<file path="src/rtl/sdp_read_streamer.sv">
// sdp_read_streamer
//   Read-side controller for a simple dual-port RAM with a registered,
//   1-cycle-latency read port. A start command streams num_words words from
//   consecutive (wrapping) addresses onto a valid/ready output through a small
//   credit-controlled FIFO that absorbs the RAM latency and back-pressure.
// Ports
//   clk, reset          clock (posedge) and asynchronous active-high reset
//   start, start_addr,
//   num_words           burst command, sampled only in IDLE
//   busy, done          burst in progress / one-cycle completion pulse
//   rd_addr, rd_data    RAM read address out, RAM read data in
//   out_data, out_valid,
//   out_ready           output stream (transfer = out_valid & out_ready)
module sdp_read_streamer #(
  parameter int unsigned address_width = 9,
  parameter int unsigned word_length   = 40,
  parameter int unsigned len_width     = 10,
  parameter int unsigned fifo_depth    = 2
) (
  input  logic                     clk,
  input  logic                     reset,
  input  logic                     start,
  input  logic [address_width-1:0] start_addr,
  input  logic [len_width-1:0]     num_words,
  output logic                     busy,
  output logic                     done,
  output logic [address_width-1:0] rd_addr,
  input  logic [word_length-1:0]   rd_data,
  output logic [word_length-1:0]   out_data,
  output logic                     out_valid,
  input  logic                     out_ready
);

  localparam int unsigned PW = (fifo_depth > 1) ? $clog2(fifo_depth) : 1;
  // Occupancy math needs headroom for count + inflight before a pop is removed.
  localparam int unsigned CW = $clog2(fifo_depth + 2);

  typedef enum logic [1:0] {IDLE, READ, DONE} state_t;

  state_t                   state_q, state_d;
  logic                     busy_q, busy_d;
  logic                     done_q, done_d;
  logic [address_width-1:0] rd_addr_q, rd_addr_d;
  logic [len_width-1:0]     issue_left_q, issue_left_d;
  logic [len_width-1:0]     pop_left_q, pop_left_d;
  logic                     inflight_q, inflight_d;
  logic [PW-1:0]            wr_ptr_q, wr_ptr_d;
  logic [PW-1:0]            rd_ptr_q, rd_ptr_d;
  logic [CW-1:0]            count_q, count_d;
  logic [word_length-1:0]   fifo_mem_q [fifo_depth];

  logic          pop;
  logic          issue;
  logic [CW-1:0] occ;

  function automatic logic [PW-1:0] ptr_inc(input logic [PW-1:0] p);
    return (p == PW'(fifo_depth - 1)) ? '0 : p + PW'(1);
  endfunction

  always_comb begin
    pop   = (count_q != '0) && out_ready;
    // Occupancy once the in-flight word lands and this cycle's pop leaves;
    // issuing only below depth guarantees the capture always has a slot.
    occ   = count_q + CW'(inflight_q) - CW'(pop);
    issue = (state_q == READ) && (issue_left_q != '0) && (occ < CW'(fifo_depth));

    state_d      = state_q;
    rd_addr_d    = rd_addr_q;
    issue_left_d = issue_left_q;
    pop_left_d   = pop_left_q;
    inflight_d   = issue;

    case (state_q)
      IDLE: begin
        if (start) begin
          if (num_words != '0) begin
            state_d      = READ;
            rd_addr_d    = start_addr;
            issue_left_d = num_words;
            pop_left_d   = num_words;
          end else begin
            state_d = DONE;
          end
        end
      end
      READ: begin
        if (issue) begin
          rd_addr_d    = rd_addr_q + address_width'(1);
          issue_left_d = issue_left_q - len_width'(1);
        end
        if (pop) begin
          pop_left_d = pop_left_q - len_width'(1);
          if (pop_left_q == len_width'(1)) begin
            state_d = DONE;
          end
        end
      end
      DONE: state_d = IDLE;
      default: state_d = IDLE;
    endcase

    busy_d = (state_d == READ);
    done_d = (state_d == DONE);

    count_d  = occ;
    wr_ptr_d = inflight_q ? ptr_inc(wr_ptr_q) : wr_ptr_q;
    rd_ptr_d = pop ? ptr_inc(rd_ptr_q) : rd_ptr_q;
  end

  always_ff @(posedge clk or posedge reset) begin
    if (reset) begin
      state_q      <= IDLE;
      busy_q       <= 1'b0;
      done_q       <= 1'b0;
      rd_addr_q    <= '0;
      issue_left_q <= '0;
      pop_left_q   <= '0;
      inflight_q   <= 1'b0;
      wr_ptr_q     <= '0;
      rd_ptr_q     <= '0;
      count_q      <= '0;
      for (int unsigned i = 0; i < fifo_depth; i++) begin
        fifo_mem_q[i] <= '0;
      end
    end else begin
      state_q      <= state_d;
      busy_q       <= busy_d;
      done_q       <= done_d;
      rd_addr_q    <= rd_addr_d;
      issue_left_q <= issue_left_d;
      pop_left_q   <= pop_left_d;
      inflight_q   <= inflight_d;
      wr_ptr_q     <= wr_ptr_d;
      rd_ptr_q     <= rd_ptr_d;
      count_q      <= count_d;
      if (inflight_q) begin
        fifo_mem_q[wr_ptr_q] <= rd_data;
      end
    end
  end

  assign busy      = busy_q;
  assign done      = done_q;
  assign rd_addr   = rd_addr_q;
  assign out_valid = (count_q != '0);
  assign out_data  = fifo_mem_q[rd_ptr_q];

endmodule

</file>
<file path="config.mk">
export PLATFORM = sky130hd
export DESIGN_NAME = sdp_read_streamer
export DESIGN_NICKNAME = d
export VERILOG_FILES = /design/src/rtl/sdp_read_streamer.sv
export SDC_FILE = /design/constraint.sdc
export NUM_CORES = 1
export LEC_CHECK = 0
export CAP_MARGIN = 0
export CORE_MARGIN = 3
export CORE_UTILIZATION = 53
export CTS_BUF_LIST = sky130_fd_sc_hd__clkbuf_4 sky130_fd_sc_hd__clkbuf_8
export DETAILED_ROUTE_END_ITERATION = 7
export MAX_ROUTING_LAYER = met4
export PLACE_DENSITY = 0.88
export SYNTH_ARGS = -nofsm -noshare
export SYNTH_HDL_FRONTEND = slang
export SYNTH_SLANG_ARGS = --single-unit
</file>
<file path="constraint.sdc">
create_clock -name clk -period 4.4 [get_ports clk]
set_input_delay 0.44 -clock clk [delete_from_list [all_inputs] [get_ports clk]]
set_output_delay 0.44 -clock clk [all_outputs]
set_load 0.02 [all_outputs]
</file>
==> reports/metrics.csv <==
metric;value;unit
Die ar.;11790;µm²
DR vias;4506;
Setup TNS;0;ps
clk root buf;clkbuf_8;
Yosys warnings;0;
fillcell total;717;
adder-cell share of the synthesized area;1.346;%
routed wire length;13400;µm
Clock Latency Late Sink;430;ps
crit path kind;flop to output pin;
Mapped Avg Cell Area;10.05;µm²
Area after DPL;6809;µm²
final setup skew;10.37;ps
RSZ-0062 raised after global routing;no;
number of global-route vias before repair;4627;
IO Pins;115;
Lkg Pwr;3.216;nW
Synth Area in Simple Gates;16.44;%
# rows;36;
Max Clk Rate;0.3461;GHz
drt drc;0;
PortBufs;114;
number of diodes;0;
CTS Hold Buffers Added;0;
layout cells sized above 1;18.93;%
register area;2954;µm²
Yosys reg bits;118;
Max-Slew Margin vs Limit;33.49;%
routability cong.;0.8502;
setup ws final;1511;ps
complex-gate fraction of the synthesized area;9.688;%
Detail Route Antenna Nets;0;
endpoints failing setup;0;
Crit path required time;3960;ps
H-tree depth;4;
Clock Tree Buf Depth;2;
fin nets;733;
Synth Area in XOR/XNOR;0.4710;%
WP data arrival;2450;ps
Critical Path Start Type;flop;
Final Max Tran Viols;0;
CTS tree;yes;
DIE WIDTH;108.6;µm
initial antenna violation count;0;
register clock-pin slew on the reported worst setup and hold paths;70;ps
commonest non-fill, non-tap cell in the layout;nand2_1;
Multi-input gate area;2477;µm²
sequential element share of the synthesized area;52.93;%
Post-CTS Setup Bufs;0;
Worst setup EP type;output pin;
most frequent cells in the layout;150 x nand2_1, 117 x dfrtp_1, 114 x clkdlybuf4s50_1;
CTS sink count;118;
syn nets;624;
Syn-to-layout area delta;29.74;%
Core ar.;10000;µm²
DP Wirelength;9086;µm
Total GRT Usage;24.15;%
total grt overflow;0;
first-pass GRT wire length;21810;µm
die height;108.6;µm
Cells after Synth;555;
vias per cell;5.570;
mux share of post-synthesis cell area;16.33;%
largest net degree at the start of global routing;51;
max-cap viol count;0;
largest family of logic cells by synthesized area;simple AND/OR/NAND/NOR gates;
power density cells;870.8;nW/µm²
Slew @ Worst Pin;994.2;ps
Inserted Clock Buffers;17;
Iter 0 DRT Violations;279;
outcome;finished, final reports clean;
Final Hold Fails;0;
crit-path max FO;41;
Worst Hold Class;input pin to async pin;
Post-CTS Resized;0;
TritonRoute pass-1 iters;5;
Period minus WS final;2889;ps
Netlist cell types;41;
Final period util;65.66;%
Peak VDD IR;0.0004226;V
Avg WL per Cell;16.56;µm
Initial Util;55.79;%
post-route cell area;7238;µm²
Synth Cell Area;5579;µm²
DP Worst Slack;1433;ps
-- layout make-up --
cell class / instances / area share [%]
tap: 133 / 2.299
sequential: 118 / 40.81
clock inverter: 10 / 2.109
clock buffer: 21 / 3.820
timing repair buffer: 120 / 16.39
multi-input combinational: 401 / 34.23
inverter: 6 / 0.3457
-- report_power, final --
group | switching (mW) | internal, mW | total [mW]
sequential | 0.437 | 1.63 | 2.07
clock | 0.412 | 0.652 | 1.06
combinational | 1.64 | 1.53 | 3.17
-- worst max-delay path: stages, from the launching register on --
cell and delay (ps):
dfrtp_2 1010, mux2_2 430, clkdlybuf4s50_1 570
-- Yosys cell counts (all sizes together) --
cell	count	area, µm²
o21ai	34	173.9
a21oi	33	165.2
and3	4	30.03
or4	2	18.77
mux2i	1	10.01
xor2	1	8.760
xnor2	2	17.52
dfrtp	118	2953
and4	1	8.760
a22o	1	8.760
nand3	14	70.07
ha	6	75.07
nor2b	2	12.51
o21a	2	22.52
o22a	4	35.03
nand2b	7	43.79
nor3	8	40.04
clkbuf	21	78.83
o32ai	2	17.52
nor4	4	25.02
o2bb2ai	2	17.52
a31oi	3	18.77
a22oi	4	30.03
and2	1	6.260
nor2	23	88.84
or2	1	6.260
inv	6	22.52
buf	9	55.05
o31ai	1	7.510
nand2	151	566.8
mux2	80	900.9
o22ai	7	43.79
-- layer usage --
layer | GRT usage, % | vias up | routed length (µm)
li1 | - | 2131 | -
met1 | 30.07 | 2172 | 5613
met2 | 39.50 | 184 | 6679
met3 | 6.448 | 19 | 973
met4 | 5.951 | 0 | 131
met5 | - | - | 0
-- kinds of logic (layout without fill, tap and decap cells) --
| family | after synthesis | after routing |
|---|---|---|
| mux | 81 | 81 |
| simple gates | 218 | 218 |
| buf+inv | 36 | 157 |
| flops | 118 | 118 |
| compound gates | 93 | 93 |
| xor+xnor | 3 | 3 |
| fa+ha+maj | 6 | 6 |
-- metrics by stage --
step | hold slack (ps) | total power [mW] | utilization [%] | std cells
5_1_grt | 489.6 | 6.713 | 72.38 | 809
3_5_place_dp | 459.3 | 5.231 | 68.09 | 778
2_1_floorplan | 441.7 | 4.090 | - | 555
4_1_cts | 450.3 | 6.324 | 72.38 | 809
3_3_place_gp | 452.9 | 5.072 | 68.09 | 778
6_report | 442.5 | 6.303 | 72.38 | 809
-- worst paths after layout --
check / from / to / slack (ps) / cells past startpoint
max: rd_ptr_q$_DFFE_PP0P_ / out_data[18] / 1510 / 2
max reg2reg: state_q[1]$_DFF_PP0_ / issue_left_q[0]$_DFFE_PP0P_ / 1940 / 7
min: reset / rd_addr[2]$_DFFE_PP0P_ / 440 / 2
min in group clk: fifo_mem_q[62]$_DFFE_PP0P_ / fifo_mem_q[62]$_DFFE_PP0P_ / 470 / 2
min reg2reg: fifo_mem_q[62]$_DFFE_PP0P_ / fifo_mem_q[62]$_DFFE_PP0P_ / 470 / 2
max in group asynchronous: reset / fifo_mem_q[35]$_DFFE_PP0P_ / 3050 / 3
-- state kept, by name, summed over array words and instances (netlist names) --
name / count
fifo_mem_q: 80
issue_left_q: 10
pop_left_q: 10
rd_addr: 9
count_q: 2
state_q: 2
busy: 1
done: 1
inflight_q: 1
rd_ptr_q: 1
wr_ptr_q: 1
Note: power is estimated with default switching activity, not from simulation.
